[src/rtl/cpu_clk_ctrl_pkg.sv]
// cpu_clk_ctrl_pkg
// Shared definitions for the CPU clock-control stage: the FSM state
// encoding and its width. The debug front end that decodes STATE imports
// this package too, so the encodings here must stay stable.
// Optional feature macro used elsewhere in this slice: CPU_CLK_CYCLE_COUNTER_EN.
package cpu_clk_ctrl_pkg;

  localparam int STATE_W = 2;

  typedef enum logic [STATE_W-1:0] {
    S_RST  = 2'd0,
    S_HALT = 2'd1,
    S_RUN  = 2'd2,
    S_STEP = 2'd3
  } state_e;

  // Width of a counter that must reach n-1; never narrower than one bit.
  function automatic int rst_cnt_w(input int n);
    return (n > 1) ? $clog2(n) : 1;
  endfunction

endpackage

[src/rtl/cpu_clk_ctrl_if.sv]
// cpu_clk_ctrl_if
// Bundles the request inputs and the clock-control outputs of cpu_clk_ctrl.
//   master modport : the debugger/core side (drives RUN/STEP/HALT/BREAK/DIV)
//   slave modport  : cpu_clk_ctrl itself (drives CPU_EN/CPU_RST_N/HALTED/STATE)
// Handshake: there is no valid/ready pair; every request input is a level
// sampled on each rising CLK edge, and every output is registered or decoded
// purely from registers, so it is stable for the whole cycle.
// With CPU_CLK_CYCLE_COUNTER_EN defined the bundle also carries CYCLES
// (CNT_W bits, count of CPU_EN pulses).
interface cpu_clk_ctrl_if
  import cpu_clk_ctrl_pkg::*;
#(
  parameter int DIV_W = 8
`ifdef CPU_CLK_CYCLE_COUNTER_EN
  , parameter int CNT_W = 32
`endif
);

  logic               RUN;
  logic               STEP;
  logic               HALT;
  logic               BREAK;
  logic [DIV_W-1:0]   DIV;
  logic               CPU_EN;
  logic               CPU_RST_N;
  logic               HALTED;
  logic [STATE_W-1:0] STATE;
`ifdef CPU_CLK_CYCLE_COUNTER_EN
  logic [CNT_W-1:0]   CYCLES;
`endif

  modport master (
    output RUN, STEP, HALT, BREAK, DIV,
`ifdef CPU_CLK_CYCLE_COUNTER_EN
    input  CYCLES,
`endif
    input  CPU_EN, CPU_RST_N, HALTED, STATE
  );

  modport slave (
    input  RUN, STEP, HALT, BREAK, DIV,
`ifdef CPU_CLK_CYCLE_COUNTER_EN
    output CYCLES,
`endif
    output CPU_EN, CPU_RST_N, HALTED, STATE
  );

endinterface

[src/rtl/cpu_clk_ctrl_clk_prescaler.sv]
// clk_prescaler
// Programmable up-counter that divides the clock by (shadow + 1).
// Ports:
//   clk, rst_n : clock and synchronous active-low reset
//   load       : clear the count to 0 and capture div into the shadow
//   cnt_en     : advance the count (0..shadow, then wrap to 0)
//   div        : divide setting, only looked at while load is high
//   tick       : high while count == shadow, decoded from flops only
module clk_prescaler #(
  parameter int DIV_W = 8
) (
  input  logic             clk,
  input  logic             rst_n,
  input  logic             load,
  input  logic             cnt_en,
  input  logic [DIV_W-1:0] div,
  output logic             tick
);

  logic [DIV_W-1:0] count;
  logic [DIV_W-1:0] shadow;

  // The shadow isolates the running period from DIV changes until the
  // next load, so a mid-run DIV write cannot shorten a period in flight.
  always_ff @(posedge clk) begin
    if (!rst_n) begin
      count  <= '0;
      shadow <= '0;
    end else if (load) begin
      count  <= '0;
      shadow <= div;
    end else if (cnt_en) begin
      count <= tick ? '0 : count + DIV_W'(1);
    end
  end

  assign tick = (count == shadow);

endmodule

[src/rtl/cpu_clk_ctrl.sv]
// cpu_clk_ctrl
// Clock-control stage for the RV32I core. After RST_N releases it holds the
// core in reset for RST_CYCLES cycles, then parks in halt and serves
// run / single-step / halt requests. The core stays on CLK and gates its
// flops with CPU_EN, whose rate in run mode is set by DIV (one pulse every
// DIV+1 cycles).
// Ports:
//   CLK   : single rising-edge clock
//   RST_N : synchronous active-low reset
//   bus   : cpu_clk_ctrl_if.slave (RUN, STEP, HALT, BREAK, DIV in;
//           CPU_EN, CPU_RST_N, HALTED, STATE out; CYCLES out when
//           CPU_CLK_CYCLE_COUNTER_EN is defined)
// Optional feature macro: CPU_CLK_CYCLE_COUNTER_EN adds the CNT_W-bit
// CPU_EN pulse counter CYCLES, cleared only by RST_N.
module cpu_clk_ctrl
  import cpu_clk_ctrl_pkg::*;
#(
  parameter int DIV_W      = 8,
  parameter int RST_CYCLES = 16
`ifdef CPU_CLK_CYCLE_COUNTER_EN
  , parameter int CNT_W    = 32
`endif
) (
  input  logic                CLK,
  input  logic                RST_N,
  cpu_clk_ctrl_if.slave       bus
);

  localparam int RC_W = rst_cnt_w(RST_CYCLES);
  localparam logic [RC_W-1:0] RC_LAST = RC_W'(RST_CYCLES - 1);

  state_e          state_q;
  state_e          state_d;
  logic [RC_W-1:0] rst_cnt_q;
  logic            cpu_rst_n_q;
  logic            presc_load;
  logic            presc_cnt_en;
  logic            tick;
  logic            stop_req;
  logic            cpu_en;

  assign stop_req = bus.HALT | bus.BREAK;

  // Next-state logic. Requests are ignored while the core is in reset.
  always_comb begin
    state_d    = state_q;
    presc_load = 1'b0;
    unique case (state_q)
      S_RST: begin
        if (rst_cnt_q == RC_LAST) state_d = S_HALT;
      end
      S_HALT: begin
        if (stop_req) begin
          state_d = S_HALT;
        end else if (bus.STEP) begin
          state_d    = S_STEP;
          presc_load = 1'b1;
        end else if (bus.RUN) begin
          state_d    = S_RUN;
          presc_load = 1'b1;
        end
      end
      S_RUN: begin
        if (stop_req) state_d = S_HALT;
      end
      S_STEP: begin
        // A stop before the pulse aborts the step; otherwise the cycle that
        // carries the single pulse is the last one spent here.
        if (stop_req || tick) state_d = S_HALT;
      end
      default: state_d = S_RST;
    endcase
  end

  always_ff @(posedge CLK) begin
    if (!RST_N) begin
      state_q     <= S_RST;
      rst_cnt_q   <= '0;
      cpu_rst_n_q <= 1'b0;
    end else begin
      state_q     <= state_d;
      if (state_q == S_RST) rst_cnt_q <= rst_cnt_q + RC_W'(1);
      // Released on the same edge that leaves S_RST.
      cpu_rst_n_q <= (state_d != S_RST);
    end
  end

  assign presc_cnt_en = (state_q == S_RUN) || (state_q == S_STEP);

  clk_prescaler #(.DIV_W(DIV_W)) u_prescaler (
    .clk    (CLK),
    .rst_n  (RST_N),
    .load   (presc_load),
    .cnt_en (presc_cnt_en),
    .div    (bus.DIV),
    .tick   (tick)
  );

  // Flop-only decode: a HALT in a pulse cycle cannot cut that pulse short.
  assign cpu_en = presc_cnt_en & tick;

  assign bus.CPU_EN    = cpu_en;
  assign bus.CPU_RST_N = cpu_rst_n_q;
  assign bus.HALTED    = (state_q == S_HALT);
  assign bus.STATE     = state_q;

`ifdef CPU_CLK_CYCLE_COUNTER_EN
  logic [CNT_W-1:0] cycles_q;

  always_ff @(posedge CLK) begin
    if (!RST_N) begin
      cycles_q <= '0;
    end else if (cpu_en) begin
      cycles_q <= cycles_q + CNT_W'(1);
    end
  end

  assign bus.CYCLES = cycles_q;
`endif

endmodule

[src/flat_wrapper.sv]
// flat-port wrapper written by rule: the top's interface ports become plain ports
module cpu_clk_ctrl_flat import cpu_clk_ctrl_pkg::*;
#(
  parameter int DIV_W      = 8,
  parameter int RST_CYCLES = 16

)
  (CLK, RST_N, bus_RUN, bus_STEP, bus_HALT, bus_BREAK, bus_DIV, bus_CPU_EN, bus_CPU_RST_N, bus_HALTED, bus_STATE);
  cpu_clk_ctrl_if #(.DIV_W(DIV_W)) bus_i ();
  input  logic CLK;
  input  logic RST_N;
  input wire logic [$bits(bus_i.RUN)-1:0] bus_RUN;
  input wire logic [$bits(bus_i.STEP)-1:0] bus_STEP;
  input wire logic [$bits(bus_i.HALT)-1:0] bus_HALT;
  input wire logic [$bits(bus_i.BREAK)-1:0] bus_BREAK;
  input wire logic [$bits(bus_i.DIV)-1:0] bus_DIV;
  output wire logic [$bits(bus_i.CPU_EN)-1:0] bus_CPU_EN;
  output wire logic [$bits(bus_i.CPU_RST_N)-1:0] bus_CPU_RST_N;
  output wire logic [$bits(bus_i.HALTED)-1:0] bus_HALTED;
  output wire logic [$bits(bus_i.STATE)-1:0] bus_STATE;
  assign bus_i.RUN = bus_RUN;
  assign bus_i.STEP = bus_STEP;
  assign bus_i.HALT = bus_HALT;
  assign bus_i.BREAK = bus_BREAK;
  assign bus_i.DIV = bus_DIV;
  assign bus_CPU_EN = bus_i.CPU_EN;
  assign bus_CPU_RST_N = bus_i.CPU_RST_N;
  assign bus_HALTED = bus_i.HALTED;
  assign bus_STATE = bus_i.STATE;
  cpu_clk_ctrl #(.DIV_W(DIV_W), .RST_CYCLES(RST_CYCLES)) u_core (.CLK(CLK), .RST_N(RST_N), .bus(bus_i));
endmodule
[config.mk]
export PLATFORM = sky130hd
export DESIGN_NAME = cpu_clk_ctrl_flat
export DESIGN_NICKNAME = d
export VERILOG_FILES = /design/src/rtl/cpu_clk_ctrl_pkg.sv /design/src/rtl/cpu_clk_ctrl_if.sv /design/src/rtl/cpu_clk_ctrl_clk_prescaler.sv /design/src/rtl/cpu_clk_ctrl.sv /design/src/flat_wrapper.sv
export SDC_FILE = /design/constraint.sdc
export NUM_CORES = 1
export LEC_CHECK = 0
export CAP_MARGIN = 20
export CORE_MARGIN = 5
export CORE_UTILIZATION = 40
export CTS_BUF_LIST = sky130_fd_sc_hd__clkbuf_8 sky130_fd_sc_hd__clkbuf_16
export CTS_CLUSTER_SIZE = 16
export DETAILED_ROUTE_END_ITERATION = 10
export SYNTH_ARGS = -nofsm -noshare
export SYNTH_HDL_FRONTEND = slang
export SYNTH_HIERARCHICAL = 1
export SYNTH_SLANG_ARGS = --single-unit
[constraint.sdc]
create_clock -name CLK -period 1.9 [get_ports CLK]
set_input_delay 0.38 -clock CLK [delete_from_list [all_inputs] [get_ports CLK]]
set_output_delay 0.38 -clock CLK [all_outputs]
set_load 0.02 [all_outputs]
==> results of run 1 <==
==> cell type report <==
type,count,area share
Multi-Input combinational cell,86,0.4107
Sequential cell,23,0.2962
Timing Repair Buffer,37,0.2274
Clock buffer,3,0.02642
Tap cell,31,0.02482
Inverter,4,0.009608
Clock inverter,1,0.004804
==> cell usage after synthesis (2+ instances only) <==
cell / n / area share
nor3_1: 8 / 0.035
a211o_1: 2 / 0.015
mux2i_1: 8 / 0.069
buf_6: 3 / 0.029
nor2b_1: 8 / 0.043
xor2_1: 3 / 0.023
nand4_2: 2 / 0.022
o31ai_1: 2 / 0.013
nand4_1: 4 / 0.022
nand2b_4: 2 / 0.024
nand2_1: 7 / 0.023
nor2_1: 7 / 0.023
dfxtp_1: 23 / 0.40
xnor2_1: 13 / 0.099
ha_1: 2 / 0.022
inv_1: 4 / 0.013
a21oi_1: 3 / 0.013
==> how the worst max path moves through the flow <==
stage / start / end / slack [ps]
after floorplan: u_core/bus.STATE[1]$_SDFF_PN0_ / u_core/u_prescaler/count[0]$_SDFFE_PP0P_ / 250
after global placement: u_core/u_prescaler/count[1]$_SDFFE_PP0P_ / bus_CPU_EN / -50
after detailed placement: u_core/u_prescaler/count[0]$_SDFFE_PP0P_ / bus_CPU_EN / -30
after CTS: u_core/u_prescaler/count[0]$_SDFFE_PP0P_ / bus_CPU_EN / 9
after global routing: u_core/bus.STATE[1]$_SDFF_PN0_ / bus_HALTED / 20
final: u_core/bus.STATE[1]$_SDFF_PN0_ / bus_HALTED / 70
==> worst register-to-register path, stage by stage (launching register included) <==
cell	delay, ps
dfxtp_2	430
nand2b_4	170
nor3_1	50
buf_4	160
nand2b_4	180
or3_1	330
o22ai_2	110
==> stage by stage <==
stage	hold WS, ps	instance area, um^2
after CTS	509.4	1569
after global placement	463.8	1516
after detailed placement	496.4	1516
after floorplan	452.2	1155
final	513.8	1563
after global routing	544.9	1563
==> cells by family (layout without fill, tap and decap cells) <==
kind of cell,count (synthesis),count (layout),synth area share
DFF,23,23,0.3987
xor gates and xnor gates,16,16,0.1213
buffers and inverters,8,45,0.04549
muxes,8,8,0.06934
and+or+nand+nor,49,49,0.2676
adders and majority gates,2,2,0.02167
AOI/OAI and AO/OA,11,11,0.07583
==> repair_timing <==
action                                  CTS  global route
gates resized for setup                   5             1
pin swaps                                 0             1
endpoints found under the setup margin    2             1
buffers inserted                          0             0
==> registers in the layout, indices dropped and copies added, names as in the netlist <==
register                   flops
u_core/u_prescaler/count       8
u_core/u_prescaler/shadow      8
u_core/rst_cnt_q               4
u_core/bus.STATE               2
u_core/bus.CPU_RST_N           1
==> layout by cell type (no fill, tap or decap), types with 2 or more instances in the layout <==
| cell type | synthesis | final |
|---|---|---|
| a211o_1 | 2 | 2 |
| ha_1 | 2 | 2 |
| dfxtp_1 | 23 | 21 |
| nand4_2 | 2 | 2 |
| a21oi_1 | 3 | 3 |
| nand2_1 | 7 | 7 |
| inv_1 | 4 | 4 |
| clkdlybuf4s50_1 | 0 | 17 |
| nand2b_4 | 2 | 2 |
| nor2b_1 | 8 | 8 |
| nor2_1 | 7 | 7 |
| xnor2_1 | 13 | 13 |
| buf_4 | 0 | 16 |
| o31ai_1 | 2 | 2 |
| nand4_1 | 4 | 4 |
| buf_12 | 0 | 3 |
| nor3_1 | 8 | 8 |
| xor2_1 | 3 | 3 |
| mux2i_1 | 8 | 8 |
| dfxtp_2 | 0 | 2 |
| clkbuf_8 | 0 | 3 |
==> routing by layer <==
metal | vias up | track usage | part of all wire
met5 | - | 0 | 0
met4 | 0 | 0.03896 | 0.011
met3 | 4 | 0.03853 | 0.039
met2 | 18 | 0.2030 | 0.48
met1 | 445 | 0.1606 | 0.47
li1 | 484 | - | -
==> power groups by stage <==
| stage | registers [uW] | clock network [uW] | logic, uW |
|---|---|---|---|
| floorplan | 502 | 0 | 24.8 |
| global placement | 503 | 0 | 66.6 |
| detailed placement | 503 | 0 | 67.8 |
| CTS | 492 | 329 | 68.1 |
| global route | 493 | 345 | 73.3 |
| finish | 492 | 316 | 67.4 |
==> results.yml, run 1 <==
timing:
  worst_pin_slew_ps: 335.7
  post-route-period-util: 0.9635
  finalHoldViolCount: 0
  rsz0062_at_grt: "no"
  setup_viol: 0
  max_slew_margin: 0.7754
  finClkSkew_ps: 7.106
  fin_ws_ps: 69.33
  min_period_ps: 1831
  finalSetupTns_ps: 0
  maxSlewViolCount: 0
  fmax_mhz: 546.2
worst_setup_path:
  worstSetupPathType: "flip-flop to primary output"
  cp_max_fo: 10
  start_kind: "flip-flop"
  critPathTopFamily: "buffers and inverters"
  slowest_stage: "clkdlybuf4s50_1"
  cp.required_ps: 1520
  critPathMaxStageDelay_ps: 590
  path_cells: "nand2b_4, inv_1, clkdlybuf4s50_1"
  path_buf_inv: 2
  crit_cells: 3
  arrival_ps: 1450
  r2r-start: "u_core/bus.STATE[1]$_SDFF_PN0_"
  rr_worst_depth: 6
  r2r-end: "u_core/u_prescaler/count[0]$_SDFFE_PP0P_"
  rrSetupSlack_ps: 400
  end_kind: "primary output"
run:
  maxCapViolCount: 0
logic_synthesis:
  yosysWarnings: 6
  synth-async-reset-ratio: 0
  synth_seq_cells: 23
  netlist_area_mm2: 0.001155
  synth_nets: 133
  avgSynthCellArea_um2: 9.871
  syn_inst: 117
  synth_flop_cell: "dfxtp_1"
  synth.distinct_cells: 33
  synth_edf_count: 0
  ys_seq_area_frac: 0.3987
global_routing:
  grt.overflow.total: 0
  grt_use_total: 0.1257
  first_global_vias: 898
  grt_pass1_wl_um: 4112
  antenna_found_initial: 0
  grt_start_max_net_pins: 15
power:
  powerDensity_mw_per_mm2: 559.8
  pwr-share-seq: 0.562
  power.switching_fraction: 0.2225
  switchingPower_uw: 194.6
  pwr-share-comb: 0.077
  peakVddDrop_v: 0.0004382
  report.power.total_uw: 874.8
  power_leakage_uw: 0.0005487
  intPower_uw: 680.2
  p_clk_frac: 0.361
floorplan:
  dieArea_mm2: 0.004062
  fp-row-count: 19
  core_mm2: 0.002758
  die_w_um: 63.73
  initial_core_util: 0.4188
  ios: 19
  die_h_um: 63.73
finish:
  drive_above_1_share: 0.2338
  fin_cells: 185
  syn2layout_area_growth_pct: 35.32
  multi_input_area_um2: 641.9
  final.fill_count: 250
  register_area_um2: 462.9
  antenna_cells: 0
  fin_util: 0.5667
  fin_nets: 171
run_status:
  outcome: "finished, final reports clean"
worst_hold_path:
  hold_depth: 2
  hold_end: "u_core/rst_cnt_q[3]$_SDFFE_PN0N_"
  min-delay-start: "u_core/rst_cnt_q[3]$_SDFFE_PN0N_"
  hold_path_class: "flip-flop to flip-flop"
detailed_routing:
  vias: 951
  ant_nets: 0
  post-route-drc-count: 0
  wl_per_cell_um: 13.31
  viasPerCell: 5.141
  dr.first_iter.drc_count: 43
  drtPass1Iterations: 4
  routed_wl_um: 2462
place:
  placedCellCount: 181
  portBuffers: 18
  gp_congestion: 0.8142
  dp_hpwl_um: 1955
  pre_cts_slack_ps: -32.52
clock_network:
  cts_sinks: 23
  cts_hold_buf: 0
  h-tree-depth: 1
  cts_buffers: 3
  cts_tree: "yes"
  clkLatencyLatePin_ps: 270
  clk_pin_slew_ps: 90
  root_buffer: "clkbuf_8"
  cts_buffer_depth: 2
No activity file was read; power rests on OpenSTA's default activity.
==> run 2: changes to the inputs <==
--- a/config.mk
+++ b/config.mk
@@ -11,6 +11,7 @@
 export CTS_BUF_LIST = sky130_fd_sc_hd__clkbuf_8 sky130_fd_sc_hd__clkbuf_16
 export CTS_CLUSTER_SIZE = 16
 export DETAILED_ROUTE_END_ITERATION = 10
+export GPL_ROUTABILITY_DRIVEN = 1
 export SYNTH_ARGS = -nofsm -noshare
 export SYNTH_HDL_FRONTEND = slang
 export SYNTH_HIERARCHICAL = 1
==> results of run 2 <==
Final layout, timing and power as in run 1 (identical DEF).
